===== src/rtl/sqrt_share_ctrl.sv =====
// Round-robin scheduler in front of one shared iterative 64-bit square-root core.
// Grants one requester at a time, loads its operand, releases the core from reset,
// captures the root on the first ready, and returns it with a one-cycle ack.
// A hung core is caught by a RUN-cycle timeout that completes with err set.
module sqrt_share_ctrl #(
  parameter int unsigned NREQ    = 4,
  parameter int unsigned IDW     = 2,
  parameter int unsigned TIMEOUT = 40
) (
  input  logic                 clk,
  input  logic                 reset_n,
  input  logic [NREQ-1:0]      req,
  input  logic [NREQ*64-1:0]   x_in,
  output logic [NREQ-1:0]      ack,
  output logic [31:0]          y_out,
  output logic [IDW-1:0]       y_id,
  output logic                 err,
  output logic                 busy,
  output logic                 core_reset,
  output logic [63:0]          core_x,
  input  logic                 core_rdy,
  input  logic [31:0]          core_y
);

  localparam int unsigned CW = $clog2(TIMEOUT);

  typedef enum logic [1:0] {StIdle, StRun, StDone} state_e;

  state_e         state;
  logic [IDW-1:0] ptr;
  logic [IDW-1:0] g;
  logic [CW-1:0]  cnt;

  logic [IDW-1:0] grant;
  logic [IDW-1:0] grant_hi;
  logic [IDW-1:0] grant_lo;
  logic           found;
  logic           found_hi;
  logic           found_lo;

  // Round-robin pick: lowest requester above ptr, else lowest at or below ptr.
  always_comb begin
    grant_hi = '0;
    grant_lo = '0;
    found_hi = 1'b0;
    found_lo = 1'b0;
    for (int j = 0; j < int'(NREQ); j++) begin
      if (req[j] && (j > int'(ptr)) && !found_hi) begin
        grant_hi = IDW'(j);
        found_hi = 1'b1;
      end
      if (req[j] && (j <= int'(ptr)) && !found_lo) begin
        grant_lo = IDW'(j);
        found_lo = 1'b1;
      end
    end
    found = found_hi | found_lo;
    grant = found_hi ? grant_hi : grant_lo;
  end

  // Busy covers the whole time a requester owns the core.
  always_comb begin
    busy = (state != StIdle);
  end

  // Control FSM with registered outputs; ack and err are single-cycle pulses.
  always_ff @(posedge clk or negedge reset_n) begin
    if (!reset_n) begin
      state      <= StIdle;
      core_reset <= 1'b1;
      core_x     <= '0;
      ack        <= '0;
      y_out      <= '0;
      y_id       <= '0;
      err        <= 1'b0;
      ptr        <= IDW'(NREQ - 1);
      g          <= '0;
      cnt        <= '0;
    end else begin
      ack <= '0;
      err <= 1'b0;
      case (state)
        StIdle: begin
          core_reset <= 1'b1;
          if (found) begin
            core_x     <= x_in[64*grant +: 64];
            g          <= grant;
            ptr        <= grant;
            cnt        <= '0;
            core_reset <= 1'b0;
            state      <= StRun;
          end
        end
        StRun: begin
          cnt <= cnt + 1'b1;
          // cnt guard ignores a ready flag left over from before the core was released.
          if (core_rdy && (cnt != '0)) begin
            y_out      <= core_y;
            err        <= 1'b0;
            ack[g]     <= 1'b1;
            y_id       <= g;
            core_reset <= 1'b1;
            state      <= StDone;
          end else if (cnt == CW'(TIMEOUT - 1)) begin
            y_out      <= '0;
            err        <= 1'b1;
            ack[g]     <= 1'b1;
            y_id       <= g;
            core_reset <= 1'b1;
            state      <= StDone;
          end else if (!req[g]) begin
            // Requester withdrew: drop the operation without an ack.
            core_reset <= 1'b1;
            state      <= StIdle;
          end
        end
        StDone: begin
          core_reset <= 1'b1;
          state      <= StIdle;
        end
        default: begin
          core_reset <= 1'b1;
          state      <= StIdle;
        end
      endcase
    end
  end

endmodule

===== config.mk =====
export PLATFORM = sky130hd
export DESIGN_NAME = sqrt_share_ctrl
export DESIGN_NICKNAME = d
export VERILOG_FILES = /design/src/rtl/sqrt_share_ctrl.sv
export SDC_FILE = /design/constraint.sdc
export NUM_CORES = 1
export LEC_CHECK = 0
export CORE_AREA = 2 2 157 159
export CTS_CLUSTER_DIAMETER = 60
export DETAILED_ROUTE_END_ITERATION = 16
export DIE_AREA = 0 0 159 161
export GPL_TIMING_DRIVEN = 0
export PLACE_DENSITY = 0.6
export RECOVER_POWER = 25
export SLEW_MARGIN = 20
export SYNTH_ARGS = -nofsm -noshare
export SYNTH_HDL_FRONTEND = slang
export SYNTH_SLANG_ARGS = --single-unit

===== constraint.sdc =====
create_clock -name clk -period 1.8 [get_ports clk]
set_input_delay 0.36 -clock clk [delete_from_list [all_inputs] [get_ports clk]]
set_output_delay 0.36 -clock clk [all_outputs]
set_load 0.05 [all_outputs]

==> results.json, run 1 <==
{
  "fin_skew_ns": 0.0170,
  "io_buffers": 399,
  "place_area_sq_mm": 0.0106,
  "num_vias": 6048,
  "grt_pass1_wl_mm": 39.7,
  "worst-path-buf-inv": 4,
  "die_h_microns": 161,
  "drive_gt1_share_pct": 18.6,
  "worst-path-max-fanout": 5,
  "crit_type": "flop to flop",
  "tightestPinTransition_ns": 0.824,
  "grt_pass1_vias": 6545,
  "status": "finished with violations",
  "rsz0062_at_grt": "true",
  "slowest_delay_ns": 0.55,
  "r2r-start": "ptr[0]",
  "crit_top_cell": "buf_16",
  "fin_util_pct": 50.8,
  "synth_nets": 816,
  "die_area_sq_mm": 0.0256,
  "r2r-end": "core_x[49]",
  "fin_nets": 1263,
  "ir_worst_vdd_uv": 1040,
  "startpoint_type": "flop",
  "setup_violations": 65,
  "max_slew_margin_pct": 45.1,
  "clock_path_buffers": 2,
  "period_needed_ns": 1.99,
  "power.share.switching_pct": 48.0,
  "pwr-share-comb_pct": 64.3,
  "required_ns": 2.09,
  "start_util_pct": 25.8,
  "gr-total-overflow": 0,
  "drt_first_pass_iters": 4,
  "synth_cell_types": 40,
  "clock-sinks": 116,
  "htree_num_levels": 4,
  "grt_max_degree": 63,
  "place.gp.congestion": 0.817,
  "fmax_ghz": 0.503,
  "worst_slack_ns": -0.188,
  "drt_iter0_markers": 267,
  "reg2reg_slack_ns": -0.19,
  "cts_made_buffers": 17,
  "violations": "negative setup slack",
  "clock_latency_ns": 0.43,
  "hp-class": "flop to flop",
  "drcViolationCount": 0,
  "syn_area_per_cell_sq_um": 11.9,
  "synth.yosys.seq_area_share_pct": 47.1,
  "startpoint": "ptr[0]",
  "dp_hpwl_mm": 19.7,
  "final_cell_area_sq_mm": 0.0122,
  "die_width_microns": 159,
  "synth_edf_count": 0,
  "arrival_ns": 2.28,
  "synth.most_common_cell": "mux2i_1",
  "netSwitchingPower_w": 0.0107,
  "maxCapViolCount": 0,
  "clk_pin_slew_ns": 0.07,
  "slew_viol_final": 0,
  "ys_ff_latch": 116,
  "netlist_area_sq_mm": 0.00618,
  "pwr-share-seq_pct": 20.4,
  "crit_slowest_cell": "dfstp_2",
  "viasPerCell": 4.63,
  "yosys.area.top_type": "dfrtp_1",
  "worst-path-stages": 9,
  "clkPwrFrac_pct": 15.3,
  "area_growth_syn_to_layout_pct": 96.9,
  "core_sq_mm": 0.0240,
  "reg2reg_depth": 9,
  "cts_root_buf": "clkbuf_16",
  "powerDensity_mw_per_mm2": 1840,
  "synthTopCellsByCount": "128 x mux2i_1, 113 x dfrtp_1, 74 x nand2_1",
  "rows": 57,
  "grt_usage_pct": 20.4,
  "period_share_pct": 110,
  "synth_top_cell_area_share_pct": 45.8,
  "antenna_found_initial": 2,
  "n_fill_cell": 2234,
  "cts_tree": "done",
  "cp_cell_sequence": "nand2b_4, a21oi_4, nor3_4, buf_6, buf_16, buf_12, buf_16, mux2i_2, o221ai_1",
  "ant_nets": 0,
  "ios": 400,
  "wl_per_cell_microns": 20.6,
  "endpoint": "core_x[49]",
  "ys.flop_type": "dfrtp_1",
  "yosysWarnings": 0,
  "synth_cells": 519,
  "synth_area_leaders": "dfrtp_1 46%, mux2i_1 21%, o221ai_1 9.1%",
  "crit_family": "buffers and inverters",
  "critPathCaptureType": "flop",
  "wl_mm": 26.8,
  "p_int_w": 0.0116,
  "hold_viol": 0,
  "p_leak_nw": 5.37,
  "synth-async-reset-ratio_pct": 100
}
flip-flops by register name, indices dropped and copies added, names as in the netlist, 2 cells and up:
signal and cells:
core_x 64, y_out 32, cnt 6, ack 4, g 2, ptr 2, state 2, y_id 2
metal layers:
metal	GRT usage (%)	share of wire [%]	routed length, microns
met5	0	0	0
met4	5.50	1.3	353
met3	6.91	7.6	2040
met2	35.6	50	13500
met1	24.1	41	10900
repair_timing:
action,CTS,global route
hold buffers,1,0
cloned,10,4
setup endpoints to repair,199,99
setup buffers,7,10
endpoints found under the hold margin,53,0
pin swaps,19,33
gates resized for setup,181,79
power groups by stage:
stage	Combinational [W]	Sequential (W)	Clock, W
after detailed placement	0.0130	0.00458	0
after global placement	0.0130	0.00459	0
final	0.0144	0.00455	0.00343
after CTS	0.0137	0.00455	0.00354
after global routing	0.0152	0.00471	0.00363
after floorplan	0.00477	0.00831	0
worst min-delay path by stage:
stage,from,to,slack (ns),cells after the start
2_1_floorplan,reset_n,ack[0],0.06,0
3_3_place_gp,core_x[14],core_x[14],0.47,2
3_5_place_dp,reset_n,y_out[15],0.37,1
4_1_cts,reset_n,y_out[15],0.46,2
5_1_grt,core_x[2],core_x[2],0.50,2
6_report,core_x[2],core_x[2],0.48,2
cells by family (layout without fill, tap and decap cells):
group | count (synthesis) | in the layout | synth area share (%)
flops | 116 | 116 | 47.1
simple gates | 109 | 109 | 7.78
other cells | 0 | 2 | 0
xor+xnor | 2 | 2 | 0.284
mux | 131 | 131 | 21.5
buf+inv | 46 | 506 | 7.49
fa+ha+maj | 2 | 2 | 0.405
compound gates | 113 | 113 | 15.5
cells in the final DEF (no fill, tap or decap), types with 4 or more instances in the layout:
cell,synthesis,final
a22o_1,32,32
buf_12,11,18
buf_16,0,6
buf_2,7,6
buf_4,0,11
buf_6,5,4
buf_8,0,6
clkbuf_1,12,5
clkbuf_16,0,21
clkbuf_2,0,6
clkdlybuf4s15_2,0,5
clkdlybuf4s50_1,0,289
clkinv_8,0,5
dfrtp_1,113,113
dlygate4sd2_1,0,104
inv_8,0,5
mux2i_1,128,84
mux2i_2,0,19
mux2i_4,0,25
nand2_1,74,73
nand4_1,4,4
nor2_1,13,12
o21ai_1,7,6
o221ai_1,64,45
o221ai_2,0,19
worst min-delay path: cells and delay by family (launching register included):
kind	cells	cell delay, ns
compound gates	1	0.06
flops	1	0.33
simple gates	1	0.05
layout make-up:
class | instances | area (sq um) | area share [%]
Antenna cell | 2 | 5.00 | 0.0411
Inverter | 4 | 15.0 | 0.123
Clock inverter | 15 | 180 | 1.48
Buffer | 42 | 498 | 4.09
Tap cell | 324 | 405 | 3.33
Multi-Input combinational cell | 357 | 3360 | 27.6
Timing Repair Buffer | 428 | 4370 | 35.9
Sequential cell | 116 | 2910 | 23.9
Clock buffer | 17 | 425 | 3.50
per-stage QoR:
step | power [W] | cells | hold WS (ns) | worst slack, ns | TNS [ns]
after CTS | 0.0218 | 1293 | 0.465 | -0.216 | -10.39
after global placement | 0.0176 | 1242 | 0.468 | -4.51 | -566.41
final | 0.0223 | 1305 | 0.477 | -0.188 | -7.75
after detailed placement | 0.0176 | 1243 | 0.368 | -0.763 | -50.68
after floorplan | 0.0131 | 519 | 0.0644 | 0.0785 | 0
after global routing | 0.0235 | 1305 | 0.499 | -0.287 | -13.99
Note: power is estimated with default switching activity, not from simulation.
==> run 2, diff against run 1 <==
--- a/config.mk
+++ b/config.mk
@@ -5,12 +5,13 @@
 export SDC_FILE = /design/constraint.sdc
 export NUM_CORES = 1
 export LEC_CHECK = 0
-export CORE_AREA = 2 2 157 159
+export CORE_AREA = 2 2 155 157
+export CTS_BUF_LIST = sky130_fd_sc_hd__clkbuf_2 sky130_fd_sc_hd__clkbuf_4 sky130_fd_sc_hd__clkbuf_8
 export CTS_CLUSTER_DIAMETER = 60
 export DETAILED_ROUTE_END_ITERATION = 16
-export DIE_AREA = 0 0 159 161
+export DIE_AREA = 0 0 157 159
 export GPL_TIMING_DRIVEN = 0
-export PLACE_DENSITY = 0.6
+export PLACE_DENSITY = 0.61
 export RECOVER_POWER = 25
 export SLEW_MARGIN = 20
 export SYNTH_ARGS = -nofsm -noshare
==> results.json, run 2 (synthesis results as in run 1) <==
{
  "max_slew_margin_pct": 13.3,
  "worst-path-max-fanout": 5,
  "total_power_w": 0.0218,
  "hold_viol": 0,
  "place_area_sq_mm": 0.0106,
  "period_share_pct": 108,
  "powerDensity_mw_per_mm2": 1800,
  "wl_mm": 27.2,
  "place.gp.congestion": 0.771,
  "maxCapViolCount": 0,
  "top_layer_used": "met5",
  "place_ws_ns": -0.906,
  "regMostFlops": "core_x",
  "ios": 400,
  "htree_num_levels": 4,
  "fin_nets": 1262,
  "p_leak_nw": 5.25,
  "status": "finished with violations",
  "required_ns": 2.12,
  "hp-class": "flop to flop",
  "num_vias": 6164,
  "arrival_ns": 2.27,
  "viasPerCell": 4.74,
  "final_cell_area_sq_mm": 0.0121,
  "antenna_found_initial": 5,
  "grt_max_degree": 64,
  "final_common_cell": "clkdlybuf4s50_1",
  "area_growth_syn_to_layout_pct": 96.5,
  "cts_tree": "done",
  "largest_reg_flops": 64,
  "route.layer.met1.wl_mm": 10.6,
  "fin_skew_ns": 0.0168,
  "clock-sinks": 116,
  "gr-total-overflow": 0,
  "dp_hpwl_mm": 19.7,
  "cts_root_buf": "clkbuf_8",
  "fin_util_pct": 52.3,
  "drcViolationCount": 0,
  "grt_pass1_vias": 6506,
  "worst_slack_ns": -0.151,
  "clock_path_buffers": 2,
  "rsz0062_at_grt": "true",
  "clock_latency_ns": 0.45,
  "n_fill_cell": 2133,
  "final_cell_mix": "290 x clkdlybuf4s50_1, 113 x dfrtp_1, 92 x dlygate4sd2_1",
  "violations": "negative setup slack",
  "core_sq_mm": 0.0232,
  "crit_type": "flop to flop",
  "die_width_microns": 157,
  "tightestPinTransition_ns": 1.30,
  "grt_usage_pct": 21.3,
  "wl_per_cell_microns": 20.9,
  "met3_length_mm": 2.45,
  "ir_worst_vdd_uv": 996,
  "clk_pin_slew_ns": 0.09,
  "fmax_ghz": 0.513,
  "top_regs": "core_x (64), y_out (32), cnt (6)",
  "period_needed_ns": 1.95,
  "grt_pass1_wl_mm": 39.5,
  "critPathCaptureType": "flop",
  "cts_made_buffers": 17,
  "drive_gt1_share_pct": 20.6,
  "start_util_pct": 26.6,
  "die_area_sq_mm": 0.0250,
  "ant_nets": 0,
  "slew_viol_final": 0,
  "io_buffers": 399,
  "dr_wl_met2_mm": 13.7,
  "die_h_microns": 159,
  "rows": 56,
  "startpoint_type": "flop",
  "drt_iter0_markers": 169,
  "setup_violations": 64,
  "drt_first_pass_iters": 4
}
## run 2: repair_timing
item                                    CTS  global route
hold endpoints to repair                 53             0
setup buffers                            17             2
pin swaps                                33            28
gates resized for setup                 198           119
cloned                                   16             0
hold buffers                              1             0
endpoints found under the setup margin  194           114
## run 2: final cells by class
| class | instances | area, sq um | share of cell area (%) |
|---|---|---|---|
| timing repair buffer | 429 | 4450 | 36.7 |
| multi-input combinational | 357 | 3480 | 28.6 |
| sequential | 116 | 2910 | 23.9 |
| buffer | 40 | 465 | 3.83 |
| tap | 319 | 399 | 3.29 |
| clock buffer | 17 | 234 | 1.93 |
| clock inverter | 15 | 181 | 1.49 |
| inverter | 4 | 15.0 | 0.124 |
| antenna | 4 | 10.0 | 0.0825 |
## run 2: worst paths after layout
kind                            startpoint         end  depth (start not counted)  slack [ns]
worst min register to register   core_x[7]   core_x[7]                          2        0.48
worst max register to register      ptr[0]   core_x[4]                          8       -0.15
worst max-delay path                ptr[0]   core_x[4]                          8       -0.15
max in group asynchronous          reset_n  core_reset                          3        0.12
worst min-delay path             core_x[7]   core_x[7]                          2        0.48
min in group asynchronous          reset_n    y_out[3]                          2        0.71
## run 2: critical path, cell delays in order (launching register included)
cell,delay (ns)
dfstp_2,0.55
nand2b_4,0.13
a21oi_2,0.07
nor3_4,0.20
buf_6,0.15
buf_6,0.13
buf_12,0.16
mux2i_4,0.31
o221ai_2,0.11
## run 2: metrics by stage
| stage | hold slack (ns) | instances | setup TNS [ns] |
|---|---|---|---|
| after detailed placement | 0.356 | 1238 | -52.89 |
| after CTS | 0.396 | 1304 | -7.34 |
| final | 0.484 | 1301 | -4.87 |
| after global placement | 0.467 | 1237 | -563.39 |
| after floorplan | 0.0644 | 519 | 0 |
| after global routing | 0.459 | 1301 | -17.01 |
## run 2: power by group
group | internal, W | total [W] | switching, W | leakage (nW)
Clock | 0.00108 | 0.00255 | 0.00148 | 0.210
Sequential | 0.00386 | 0.00455 | 0.000683 | 1.44
Combinational | 0.00608 | 0.0147 | 0.00864 | 3.60
## run 2: metal layers
layer	vias to the layer above	track usage [%]
met4	2	7.13
li1	2884	-
met5	-	0
met1	2979	24.7
met3	25	6.78
met2	274	36.9
